[src/rtl/ow_multi_master.sv]
// ow_multi_master
//   Drives CH independent 1-Wire lines in lock-step. One command runs on every
//   enabled line at once: reset/presence, write byte, read byte or CRC clear.
//   Bit timing is based on a 1 us tick derived from clk by a TICK_DIV prescaler.
//
// Parameters
//   CH        number of 1-Wire lines (1..16)
//   TICK_DIV  clk cycles per 1 us tick (>= 1)
//
// Ports
//   clk, rst_n          system clock (rising edge), async active-low reset
//   cmd_valid/ready     command handshake; ready only while idle
//   cmd_op              00 reset/presence, 01 write byte, 10 read byte, 11 CRC clear
//   cmd_data            byte written to all enabled lines, LSB first
//   cmd_mask            per-line enable; masked lines are never pulled
//   ow_in               raw line levels (double-flop synchronised inside)
//   ow_pull             registered pull-down enables (1 = drive low)
//   rsp_valid           one-cycle pulse when a command completes
//   rsp_data            read byte per line, line k in [8k+7:8k]
//   presence            presence detected per line on the last reset op
//   busy                high from acceptance through the rsp_valid cycle
//   crc_zero            per-line running Dallas CRC8 equals 0x00
//
// Optional feature
//   OW_MULTI_MASTER_CRC8_EN  enables per-line CRC8 (x^8+x^5+x^4+1) over read
//                            bits; when undefined crc_zero is tied to 0.

module ow_multi_master #(
  parameter int CH       = 4,
  parameter int TICK_DIV = 50
) (
  input  logic            clk,
  input  logic            rst_n,
  input  logic            cmd_valid,
  output logic            cmd_ready,
  input  logic [1:0]      cmd_op,
  input  logic [7:0]      cmd_data,
  input  logic [CH-1:0]   cmd_mask,
  input  logic [CH-1:0]   ow_in,
  output logic [CH-1:0]   ow_pull,
  output logic            rsp_valid,
  output logic [8*CH-1:0] rsp_data,
  output logic [CH-1:0]   presence,
  output logic            busy,
  output logic [CH-1:0]   crc_zero
);

  typedef enum logic [2:0] {IDLE, RST_LOW, RST_WAIT, SLOT, DONE} state_t;

  localparam int PW = (TICK_DIV > 1) ? $clog2(TICK_DIV) : 1;
  localparam logic [PW-1:0] PRESC_MAX = PW'(TICK_DIV - 1);

  localparam logic [1:0] OP_RST   = 2'b00;
  localparam logic [1:0] OP_WRITE = 2'b01;
  localparam logic [1:0] OP_READ  = 2'b10;
  localparam logic [1:0] OP_CRC   = 2'b11;

  state_t          state, state_nx;
  logic [PW-1:0]   presc;
  logic            tick;
  logic [8:0]      tcnt;
  logic [2:0]      bitcnt;
  logic [1:0]      op_q;
  logic [7:0]      data_q;
  logic [CH-1:0]   mask_q;
  logic [CH-1:0]   sync1, sync2;
  logic [8*CH-1:0] shift_q;
  logic [CH-1:0]   pull_nx;
  logic            accept;
  logic            last_rst;
  logic            last_slot;
  logic            read_sample;

  assign cmd_ready   = (state == IDLE);
  assign busy        = (state != IDLE);
  assign rsp_valid   = (state == DONE);
  assign accept      = cmd_valid && cmd_ready;
  assign tick        = (presc == PRESC_MAX);
  assign last_rst    = tick && (tcnt == 9'd479);
  assign last_slot   = tick && (tcnt == 9'd63);
  assign read_sample = (state == SLOT) && (op_q == OP_READ) && tick && (tcnt == 9'd14);

  // Next-state and next pull pattern. The pull pattern is derived only from
  // registered state so ow_pull has no path from the command inputs.
  always_comb begin
    state_nx = state;
    pull_nx  = '0;
    case (state)
      IDLE: begin
        if (cmd_valid) begin
          case (cmd_op)
            OP_RST:  state_nx = RST_LOW;
            OP_CRC:  state_nx = DONE;
            default: state_nx = SLOT;
          endcase
        end
      end
      RST_LOW: begin
        pull_nx = mask_q;
        if (last_rst) state_nx = RST_WAIT;
      end
      RST_WAIT: begin
        if (last_rst) state_nx = DONE;
      end
      SLOT: begin
        // Every slot starts with a 2-tick low; a written 0 stretches it to 60.
        if ((tcnt < 9'd2) ||
            ((op_q == OP_WRITE) && !data_q[bitcnt] && (tcnt < 9'd60)))
          pull_nx = mask_q;
        if (last_slot && (bitcnt == 3'd7)) state_nx = DONE;
      end
      DONE:    state_nx = IDLE;
      default: state_nx = IDLE;
    endcase
  end

  always_ff @(posedge clk or negedge rst_n) begin
    if (!rst_n) begin
      state   <= IDLE;
      ow_pull <= '0;
    end else begin
      state   <= state_nx;
      ow_pull <= pull_nx;
    end
  end

  // Prescaler, tick timer and bit counter; all restart on acceptance so the
  // first tick of every command is a full tick long.
  always_ff @(posedge clk or negedge rst_n) begin
    if (!rst_n) begin
      presc  <= '0;
      tcnt   <= '0;
      bitcnt <= '0;
    end else begin
      if (accept || tick) presc <= '0;
      else                presc <= presc + PW'(1);

      if (accept || (state == IDLE))
        tcnt <= '0;
      else if (tick) begin
        if (((state == RST_LOW) || (state == RST_WAIT)) && (tcnt == 9'd479))
          tcnt <= '0;
        else if ((state == SLOT) && (tcnt == 9'd63))
          tcnt <= '0;
        else
          tcnt <= tcnt + 9'd1;
      end

      if (accept)                          bitcnt <= '0;
      else if ((state == SLOT) && last_slot) bitcnt <= bitcnt + 3'd1;
    end
  end

  always_ff @(posedge clk or negedge rst_n) begin
    if (!rst_n) begin
      op_q   <= '0;
      data_q <= '0;
      mask_q <= '0;
      sync1  <= '1;
      sync2  <= '1;
    end else begin
      sync1 <= ow_in;
      sync2 <= sync1;
      if (accept) begin
        op_q   <= cmd_op;
        data_q <= cmd_data;
        mask_q <= cmd_mask;
      end
    end
  end

  // Read bits enter at bit 7 so the first (LSB) bit ends up in bit 0. The
  // finished byte is copied out on the last slot edge so rsp_data is already
  // valid during the rsp_valid cycle.
  always_ff @(posedge clk or negedge rst_n) begin
    if (!rst_n) begin
      shift_q  <= '0;
      rsp_data <= '0;
      presence <= '0;
    end else begin
      if (read_sample) begin
        for (int k = 0; k < CH; k++)
          if (mask_q[k]) shift_q[8*k +: 8] <= {sync2[k], shift_q[8*k+1 +: 7]};
      end
      if ((state == SLOT) && (op_q == OP_READ) && last_slot && (bitcnt == 3'd7)) begin
        for (int k = 0; k < CH; k++)
          if (mask_q[k]) rsp_data[8*k +: 8] <= shift_q[8*k +: 8];
      end
      if (accept && (cmd_op == OP_RST))
        presence <= '0;
      else if ((state == RST_WAIT) && tick && (tcnt == 9'd70))
        presence <= mask_q & ~sync2;
    end
  end

`ifdef OW_MULTI_MASTER_CRC8_EN
  logic [8*CH-1:0] crc_q;

  function automatic logic [7:0] crc_step(input logic [7:0] c, input logic b);
    logic fb;
    fb = c[0] ^ b;
    return {1'b0, c[7:1]} ^ (fb ? 8'h8C : 8'h00);
  endfunction

  always_ff @(posedge clk or negedge rst_n) begin
    if (!rst_n)
      crc_q <= '0;
    else if (accept && ((cmd_op == OP_CRC) || (cmd_op == OP_RST)))
      crc_q <= '0;
    else if (read_sample) begin
      for (int k = 0; k < CH; k++)
        if (mask_q[k]) crc_q[8*k +: 8] <= crc_step(crc_q[8*k +: 8], sync2[k]);
    end
  end

  always_comb begin
    crc_zero = '0;
    for (int k = 0; k < CH; k++)
      crc_zero[k] = (crc_q[8*k +: 8] == 8'h00);
  end
`else
  assign crc_zero = '0;
`endif

endmodule

[config.mk]
export PLATFORM = sky130hd
export DESIGN_NAME = ow_multi_master
export DESIGN_NICKNAME = d
export VERILOG_FILES = /design/src/rtl/ow_multi_master.sv
export SDC_FILE = /design/constraint.sdc
export NUM_CORES = 1
export LEC_CHECK = 0
export CAP_MARGIN = 10
export CORE_MARGIN = 8
export CORE_UTILIZATION = 51
export CTS_BUF_LIST = sky130_fd_sc_hd__clkbuf_8
export CTS_CLUSTER_DIAMETER = 200
export CTS_CLUSTER_SIZE = 10
export DETAILED_ROUTE_END_ITERATION = 10
export GPL_TIMING_DRIVEN = 0
export PLACE_DENSITY_LB_ADDON = 0.1
export SYNTH_ARGS = -nofsm -noshare
export SYNTH_HDL_FRONTEND = slang
export SYNTH_SLANG_ARGS = --single-unit
[constraint.sdc]
create_clock -name clk -period 1.8 [get_ports clk]
set_input_delay 0.18 -clock clk [delete_from_list [all_inputs] [get_ports clk]]
set_output_delay 0.18 -clock clk [all_outputs]
set_load 0.01 [all_outputs]
# Word-level counts from Yosys, hierarchy flattened
# Cells that the tools add are included.
# totals
register_bits	115
in_bits	21
output_inout_bits	47
elab_cells	100
# classes
add_sub_neg	3
order_cmp	3
eq_ne	17
n_mux	19
bitwise_logic	2
n_reduce_logical	37
# op_table
operator	n
9-bit two-way mux	4
3-bit two-way mux	6
1-bit logical AND	17
2-bit AND reduction	8
4-bit two-way mux	3
3-bit one-hot mux with 4 select lines	1
9-bit by 1-bit adder with 9-bit output, second input constant	1
9-bit by 4-bit == test with 1-bit output, second input constant	1
9-bit by 6-bit == test with 1-bit output, second input constant	1
9-bit by 7-bit == test with 1-bit output, second input constant	1
9-bit == test, second input constant	1
9-bit by 2-bit less-than comparator with 1-bit output, second input constant	1
9-bit by 6-bit less-than comparator with 1-bit output, second input constant	1
2-bit inequality test, second input constant	4
4-bit one-hot mux with 2 select lines	1
6-bit by 1-bit adder with 6-bit output, second input constant	1
3-bit by 2-bit == test with 1-bit output, second input constant	2
3-bit == test, second input constant	2
6-bit == test, second input constant	1
6-bit two-way mux	1
3-bit one-hot mux with 2 select lines	1
2-bit nonzero test	3
4-bit bitwise AND	1
2-bit == test, second input constant	2
13 further kinds	16

# Depth between registers and ports, before layout
# Gate-level depths: netlist of the first run.
# depth
word_depth	8
ltp_mapped	8
mapped_depth_nobuf	7

# Least setup slack after synthesis of the first run
# No wires, ideal clock.
# synth_path
path_type	register to register
start	reg tcnt[7]
end	reg shift_q[0]
arrival_time_ns	1.874
required_time_ns	1.675
setup_slack_ns	-0.198
stages_incl_launch_ff	7
period_less_slack_ns	1.998
path_cell_list	dfrtp_1 -> buf_6 -> or3_4 -> nor4_4 -> nand2_1 -> nor2_4 -> mux2_2
# synth_between
elab_chain_cells	3
# synth_rtl
element	line	source
start, declared	61	logic [8:0] tcnt;
start signal, assigned	146	tcnt <= tcnt + 9'd1;
9-bit by 4-bit == test with 1-bit output	81	assign read_sample = (state == SLOT) && (op_q == OP_READ) && tick && (tcnt == 9'd14);
1-bit logical AND	81	
2-bit AND reduction (no line)	n/a	
end signal, assigned by index	183	if (mask_q[k]) shift_q[8*k +: 8] <= {sync2[k], shift_q[8*k+1 +: 7]};
end, declared	67	logic [8*CH-1:0] shift_q;
# Every way passes these cells.
# A chain may end at the register's enable or synchronous reset.

# Worst setup path after layout of the first run
# layout_path
start	reg presc[1]
end	reg shift_q[25]
# layout_between
elab_chain_cells	4
# layout_rtl
element	line	source
start, declared	59	logic [PW-1:0] presc;
start signal, assigned	136	else presc <= presc + PW'(1);
6-bit == test	78	assign tick = (presc == PRESC_MAX);
1-bit logical AND (2 in a row)	81	
2-bit AND reduction (no line)	n/a	
# Every way passes these cells.

==> key figures, run 1 <==
Clocking
  – CTS Buf Count: 17
  – Reg clk slew, reported paths: 0.07 ns
  – CTS Root Cell: clkbuf_8
  – Clock Path Buffers: 2
  – CTS tree: yes
  – H-tree depth: 4
  – # clock sinks: 115
  – Worst-Skew Late Latency: 0.42 ns

Finish
  – Fraction of layout cells with a size suffix above 1: 0.409
  – Final std cells w/o fill: 663
  – Area Growth Syn to Fin: 42.7%
  – Register area: 2900 µm²
  – Fill cells: 647
  – Fin area: about 7000 µm²
  – Multi-input logic area: 2350 µm²
  – Final #Nets: about 550
  – ANT cells: 0

Floorplanning
  – Full die area: 13100 µm²
  – Die height: 114 µm
  – Die width: ~110 µm
  – Io pins: 68
  – Initial Utilization: 0.515
  – Core area: 9590 µm²
  – # rows: 36

Drt
  – WL met2: 5.70 mm
  – Highest Signal Layer: met4
  – Metal1 wirelength: between 5 and 6 mm
  – Vias/cell: 5.27
  – DR iter-0 viols: roughly 300
  – Vias: about 3.5k
  – DRC Markers: 0
  – Total Routed Length: ~12 mm
  – Post-DRT Antenna Nets: 0
  – DRT Pass-1 Iters: 5
  – Wire per inst: 17.6 µm
  – DR WL met3: 670 µm

Yosys
  – Post-synth EDFFs: 0
  – Synth cell types: between 50 and 60
  – Top cells by area, synth: dfrtp_1 (54%), mux2_2 (14%), dfstp_2 (4.3%), nand2_1 (3.8%), ha_1 (2.0%)
  – Yosys reg bits: 115
  – Sequential share of the synthesized area: 0.584
  – Synth Warn #: 0
  – Synthesized area: between 4000 and 5000 µm²
  – Synth async-reset ratio: 1.00
  – Avg Inst Size Synth: 12.6 µm²
  – Post-synthesis cell count: 393
  – Area leader, netlist: dfrtp_1
  – Synth top area share: 0.542
  – Ys flop type: dfrtp_1

Critical path
  – Critical Path Sink Type: register
  – Number of cells on the critical path: 8
  – Worst path cell trace: inv_1 > ha_1 > nand4b_1 > nor2_4 > nand4_4 > nor2_4 > buf_12 > mux2_4
  – Worst R2R Path Depth: 8
  – Worst path top cell family by delay: simple AND/OR/NAND/NOR gates
  – CP Launch Type: register
  – Slowest-stage cell, CP: dfrtp_1
  – CP arrival: about 2.4 ns
  – Crit-path max FO: 8
  – Most used cell, CP: nor2_4
  – Req. time, crit path: 2.10 ns
  – CP Class: register to register
  – Slowest stage delay, CP: about 0.4 ns
  – Buffers & Inverters on Critical Path: 2

STA
  – Final count of pins violating max slew: 0
  – Setup Viol. Count Final: 79
  – Skew final: 0.0120 ns
  – RSZ-0062 raised after global routing: yes
  – Final period util: 1.16
  – Hold Slack: 0.178 ns
  – Final Hold Viols: 0
  – Final worst slack: -0.290 ns
  – Fmax: ~480 MHz
  – Final Critical Period: roughly 2.1 ns

Placed design
  – Port Buf Inserts: 63
  – HPWL Detailed: 6.53 mm
  – DP Area: 5780 µm²
  – GPL Wtd Cong: 0.811
  – Cell count after placement: 593
  – Setup slack after placement: -0.496 ns

Pwr
  – Total power: 5.06 mW
  – Max VDD drop: approximately 470 µV
  – PD cells: just over 700 nW/µm²
  – Leak: 3.22 nW

Flow run
  – Max-cap violations: 0

Min path
  – Worst hold path class: input port to register
  – Hold Crit Depth: 1

Global route
  – Global route overflow: 0
  – GRT Overall Usage: 0.187
  – Number of global-route vias before repair: between 3k and 4k
  – First-pass GRT wire length: about 19 mm
  – Antenna violations before repair: 0
  – Largest net degree at the start of global routing: 77

Status
  – Status: complete, but fails checks
  – Failing checks: setup timing
[repair_timing]
item	4_1_cts	5_1_grt
buffers inserted	37	10
gates cloned	0	0
gates resized for setup	111	35
pin swaps	16	22
endpoints found under the setup margin	104	104
endpoints found under the hold margin	39	0
hold buffers	1	0
[through the flow]
step	utilization	TNS, ns
6_report	0.735	-19.12
5_1_grt	0.735	-27.09
4_1_cts	0.717	-17.80
3_5_place_dp	0.603	-36.56
3_3_place_gp	0.600	-463.61
2_1_floorplan	-	-10.87
[cell families after synthesis]
group                    count (synthesis)  synth area share
multiplexers                            73             0.169
adder cells (fa/ha/maj)                  8            0.0203
buffers and inverters                   26            0.0263
other                                    1          0.000759
AO/OA/AOI/OAI                           33            0.0425
AND/OR/NAND/NOR                        130             0.144
XOR/XNOR                                 7            0.0124
flip-flops                             115             0.584
[per-layer routing]
metal / GRT usage / vias to the layer above
met5: 0 / -
met4: 0.0745 / 0
met3: 0.0496 / 24
met2: 0.287 / 125
met1: 0.246 / 1733
li1: - / 1611
[path summary, 6_finish.rpt]
path	from	slack [ns]	endpoint
min in group asynchronous	rst_n	0.23	rsp_data[1]$_DFFE_PN0P_
worst max-delay path	presc[1]$_DFF_PN0_	-0.29	shift_q[25]$_DFFE_PN0P_
worst min register to register	sync1[3]$_DFF_PN1_	0.36	sync2[3]$_DFF_PN1_
max in group asynchronous	rst_n	0.83	sync2[1]$_DFF_PN1_
worst max register to register	presc[1]$_DFF_PN0_	-0.29	shift_q[25]$_DFFE_PN0P_
worst min-delay path	ow_in[3]	0.18	sync1[3]$_DFF_PN1_
[area by class of cell]
type                            instances  area share
Clock buffer                           18      0.0351
Multi-Input combinational cell        255       0.333
Clock inverter                         14      0.0197
Inverter                                7     0.00373
Buffer                                  9      0.0115
Sequential cell                       115       0.412
Tap cell                              133      0.0236
Timing Repair Buffer                  112       0.161
[layout by cell type (no fill, tap or decap), types with 6 or more instances in the layout]
master / n
nor2_4: 10
dfrtp_1: 96
mux2_4: 62
o21ai_0: 7
buf_12: 7
clkdlybuf4s50_1: 59
dfrtp_2: 11
a21oi_1: 6
mux2i_1: 7
buf_4: 37
ha_1: 7
nand2_1: 45
dfstp_2: 8
nor2b_1: 8
buf_6: 13
nand3_1: 11
inv_1: 8
nor2_1: 17
clkbuf_8: 19
[cell usage after synthesis (5+ instances only)]
library cell  number
buf_2              7
o31ai_1            5
clkbuf_1           6
dfrtp_1          107
a21oi_1            6
nor2_4             8
nor2b_1            8
inv_1              6
o21ai_0            9
mux2_2            61
nor2_1            19
mux2i_1            7
dfstp_2            8
nand2_1           50
nand3_1           12
ha_1               8
nor3_1             5
[flip-flops by register name, summed over array words and instances, names as in the netlist, 6 cells and up]
name and cells:
rsp_data 32, shift_q 32, tcnt 9, data_q 8, presc 6
[power by group]
group / switching (mW) / internal (mW) / leakage [nW] / total [mW]
registers: 0.00355 / 2.60 / 1.50 / 2.60
logic: 0.0701 / 0.0549 / 1.53 / 0.125
clock network: 1.07 / 1.26 / 0.194 / 2.33
Power figures use the tool's default switching activity.
==> run 2: changes to the inputs <==
- MAX_ROUTING_LAYER: not set -> met4
==> key figures, run 2 (synthesis results as in run 1) <==
Drt
  – Post-DRT Antenna Nets: 0 (unchanged)
  – Vias/cell: 5.36 (+1.7%)
  – DR iter-0 viols: 315 (+5.7%)
  – Vias: 3546 (+1.5%)
  – Highest Signal Layer: met4
  – Wire per inst: 18.1 µm (+3.2%)
  – DR WL met3: 696 µm (+3.9%)
  – DRT Pass-1 Iters: 5 (unchanged)
  – Total Routed Length: 12.0 mm (+3.1%)
  – Metal1 wirelength: 5.25 mm (+4.4%)
  – WL met2: 5.92 mm (+3.7%)
  – DRC Markers: 0 (unchanged)

Floorplanning
  – Io pins: 68 (unchanged)
  – Initial Utilization: 0.515 (unchanged)
  – Full die area: 13100 µm² (unchanged)
  – Die height: 114 µm (unchanged)
  – Die width: 114 µm (unchanged)
  – # rows: 36 (unchanged)
  – Core area: 9590 µm² (unchanged)

STA
  – Setup Viol. Count Final: 78 (-1.3%)
  – Final Critical Period: 2.09 ns (-0.00153 ns)
  – Final Hold Viols: 0 (unchanged)
  – Final worst slack: -0.289 ns (+0.00153 ns)
  – Fmax: 479 MHz (about the same)
  – RSZ-0062 raised after global routing: yes
  – Final count of pins violating max slew: 0 (unchanged)
  – Hold Slack: 0.176 ns (-0.00147 ns)
  – Final period util: 1.16 (about the same)
  – Total negative slack: -18.93 ns (+0.183 ns)
  – Skew final: 0.0146 ns (+0.00255 ns)

Critical path
  – Crit-path max FO: 8 (unchanged)
  – Most used cell, CP: nor2_4
  – Slowest stage delay, CP: 0.40 ns (about the same)
  – Critical Path Sink Type: register
  – CP arrival: 2.39 ns (about the same)
  – Slowest-stage cell, CP: dfrtp_1
  – Worst path cell trace: inv_1 > ha_1 > nand4b_1 > nor2_4 > nand4_4 > nor2_4 > buf_12 > mux2_4
  – CP Launch Type: register
  – Req. time, crit path: 2.10 ns (about the same)
  – CP Class: register to register

Finish
  – Most common cell after layout, fill and taps aside: dfrtp_1
  – Final #Nets: 545 (-0.18%)
  – Register area: 2900 µm² (unchanged)
  – Top flop regs: rsp_data x32, shift_q x32, tcnt x9
  – Area Growth Syn to Fin: 42.5%
  – ANT cells: 0 (unchanged)
  – Fill cells: 647 (unchanged)
  – Fin area: 7040 µm² (-0.11%)
  – Multi-input logic area: 2350 µm² (unchanged)
  – Most frequent cells in the layout: dfrtp_1 (96), mux2_4 (62), clkdlybuf4s50_1 (59)
  – Fraction of layout cells with a size suffix above 1: 0.408 (-0.00112)
  – Final std cells w/o fill: 662 (-0.15%)
  – Final Util: 0.734 (-0.000782)

Placed design
  – Port Buf Inserts: 63 (unchanged)
  – HPWL Detailed: 6.53 mm (unchanged)
  – GPL Wtd Cong: 0.823 (+1.5%)
  – Cell count after placement: 593 (unchanged)
  – DP Area: 5780 µm² (unchanged)

Pwr
  – PD cells: 718 nW/µm² (+0.16%)
  – Leak: 3.21 nW (-0.17%)
  – Max VDD drop: 475 µV (about the same)

Clocking
  – Reg clk slew, reported paths: 0.07 ns (about the same)
  – CTS Root Cell: clkbuf_8
  – Clock Path Buffers: 2 (unchanged)
  – # clock sinks: 115 (unchanged)
  – Worst-Skew Late Latency: 0.42 ns (about the same)
  – CTS tree: yes
  – H-tree depth: 4 (unchanged)
  – CTS Buf Count: 17 (unchanged)

Global route
  – Largest net degree at the start of global routing: 77 (unchanged)
  – GRT Overall Usage: 0.193 (+0.00584)
  – Number of global-route vias before repair: 3661 (-0.38%)
  – Global route overflow: 0 (unchanged)
  – First-pass GRT wire length: 19.1 mm (+0.25%)
  – Antenna violations before repair: 0 (unchanged)

Status
  – Failing checks: setup timing
  – Status: complete, but fails checks

Min path
  – Worst hold path class: input port to register

Flow run
  – Max-cap violations: 0 (unchanged)
## run 2: cell count changes in the layout (fill, tap and decap cells not counted), sizes merged
cell	before	now
buf	58	57
## run 2: power breakdown
group | total, mW | internal, mW | switching, mW | leakage, nW
clock | 2.33 | 1.26 | 1.07 | 0.194
combinational | 0.125 | 0.0546 | 0.0702 | 1.52
sequential | 2.60 | 2.60 | 0.00360 | 1.50
total | 5.06 | 3.91 | 1.15 | 3.21
## run 2: critical path: cells and delay by family, from the launching register on
kind,cells,cell delay (ns)
multiplexers,1,0.30
buffers and inverters,2,0.22
adder cells (fa/ha/maj),1,0.15
flip-flops,1,0.40
AND/OR/NAND/NOR,4,0.90
## run 2: cell type report
| class | count | area share |
|---|---|---|
| inverters | 7 | 0.00373 |
| well taps | 133 | 0.0236 |
| plain buffers | 9 | 0.0115 |
| repair buffers | 111 | 0.161 |
| clock inverters | 14 | 0.0197 |
| multi-input cells | 255 | 0.334 |
| flip-flops and latches | 115 | 0.412 |
| clock buffers | 18 | 0.0352 |
## run 2: routing by layer
| layer | GRT usage | vias to the layer above |
|---|---|---|
| li1 | - | 1612 |
| met1 | 0.249 | 1786 |
| met2 | 0.287 | 134 |
| met3 | 0.0469 | 14 |
| met4 | 0.0745 | 0 |
| met5 | - | - |
## run 2: repair_timing
action	in CTS	in global routing
setup buffers	37	9
hold buffers	1	0
endpoints found under the setup margin	104	104
gates resized for setup	111	35
hold endpoints to repair	39	0
pin swaps	16	22
## run 2: worst paths after layout
check	start	end	slack [ns]	depth (start not counted)
worst max-delay path	presc[1]$_DFF_PN0_	shift_q[31]$_DFFE_PN0P_	-0.29	8
worst min-delay path	ow_in[3]	sync1[3]$_DFF_PN1_	0.18	1
worst max register to register	presc[1]$_DFF_PN0_	shift_q[31]$_DFFE_PN0P_	-0.29	8
worst min register to register	sync1[3]$_DFF_PN1_	sync2[3]$_DFF_PN1_	0.36	0
max in group asynchronous	rst_n	sync2[1]$_DFF_PN1_	0.83	3
min in group asynchronous	rst_n	rsp_data[1]$_DFFE_PN0P_	0.22	2
## run 2: per-stage QoR
stage               setup WS (ns)  total power, mW
floorplan                  -0.171             2.67
global placement            -3.83             2.77
detailed placement         -0.496             2.78
CTS                        -0.284             5.09
global route               -0.368             5.25
finish                     -0.289             5.06
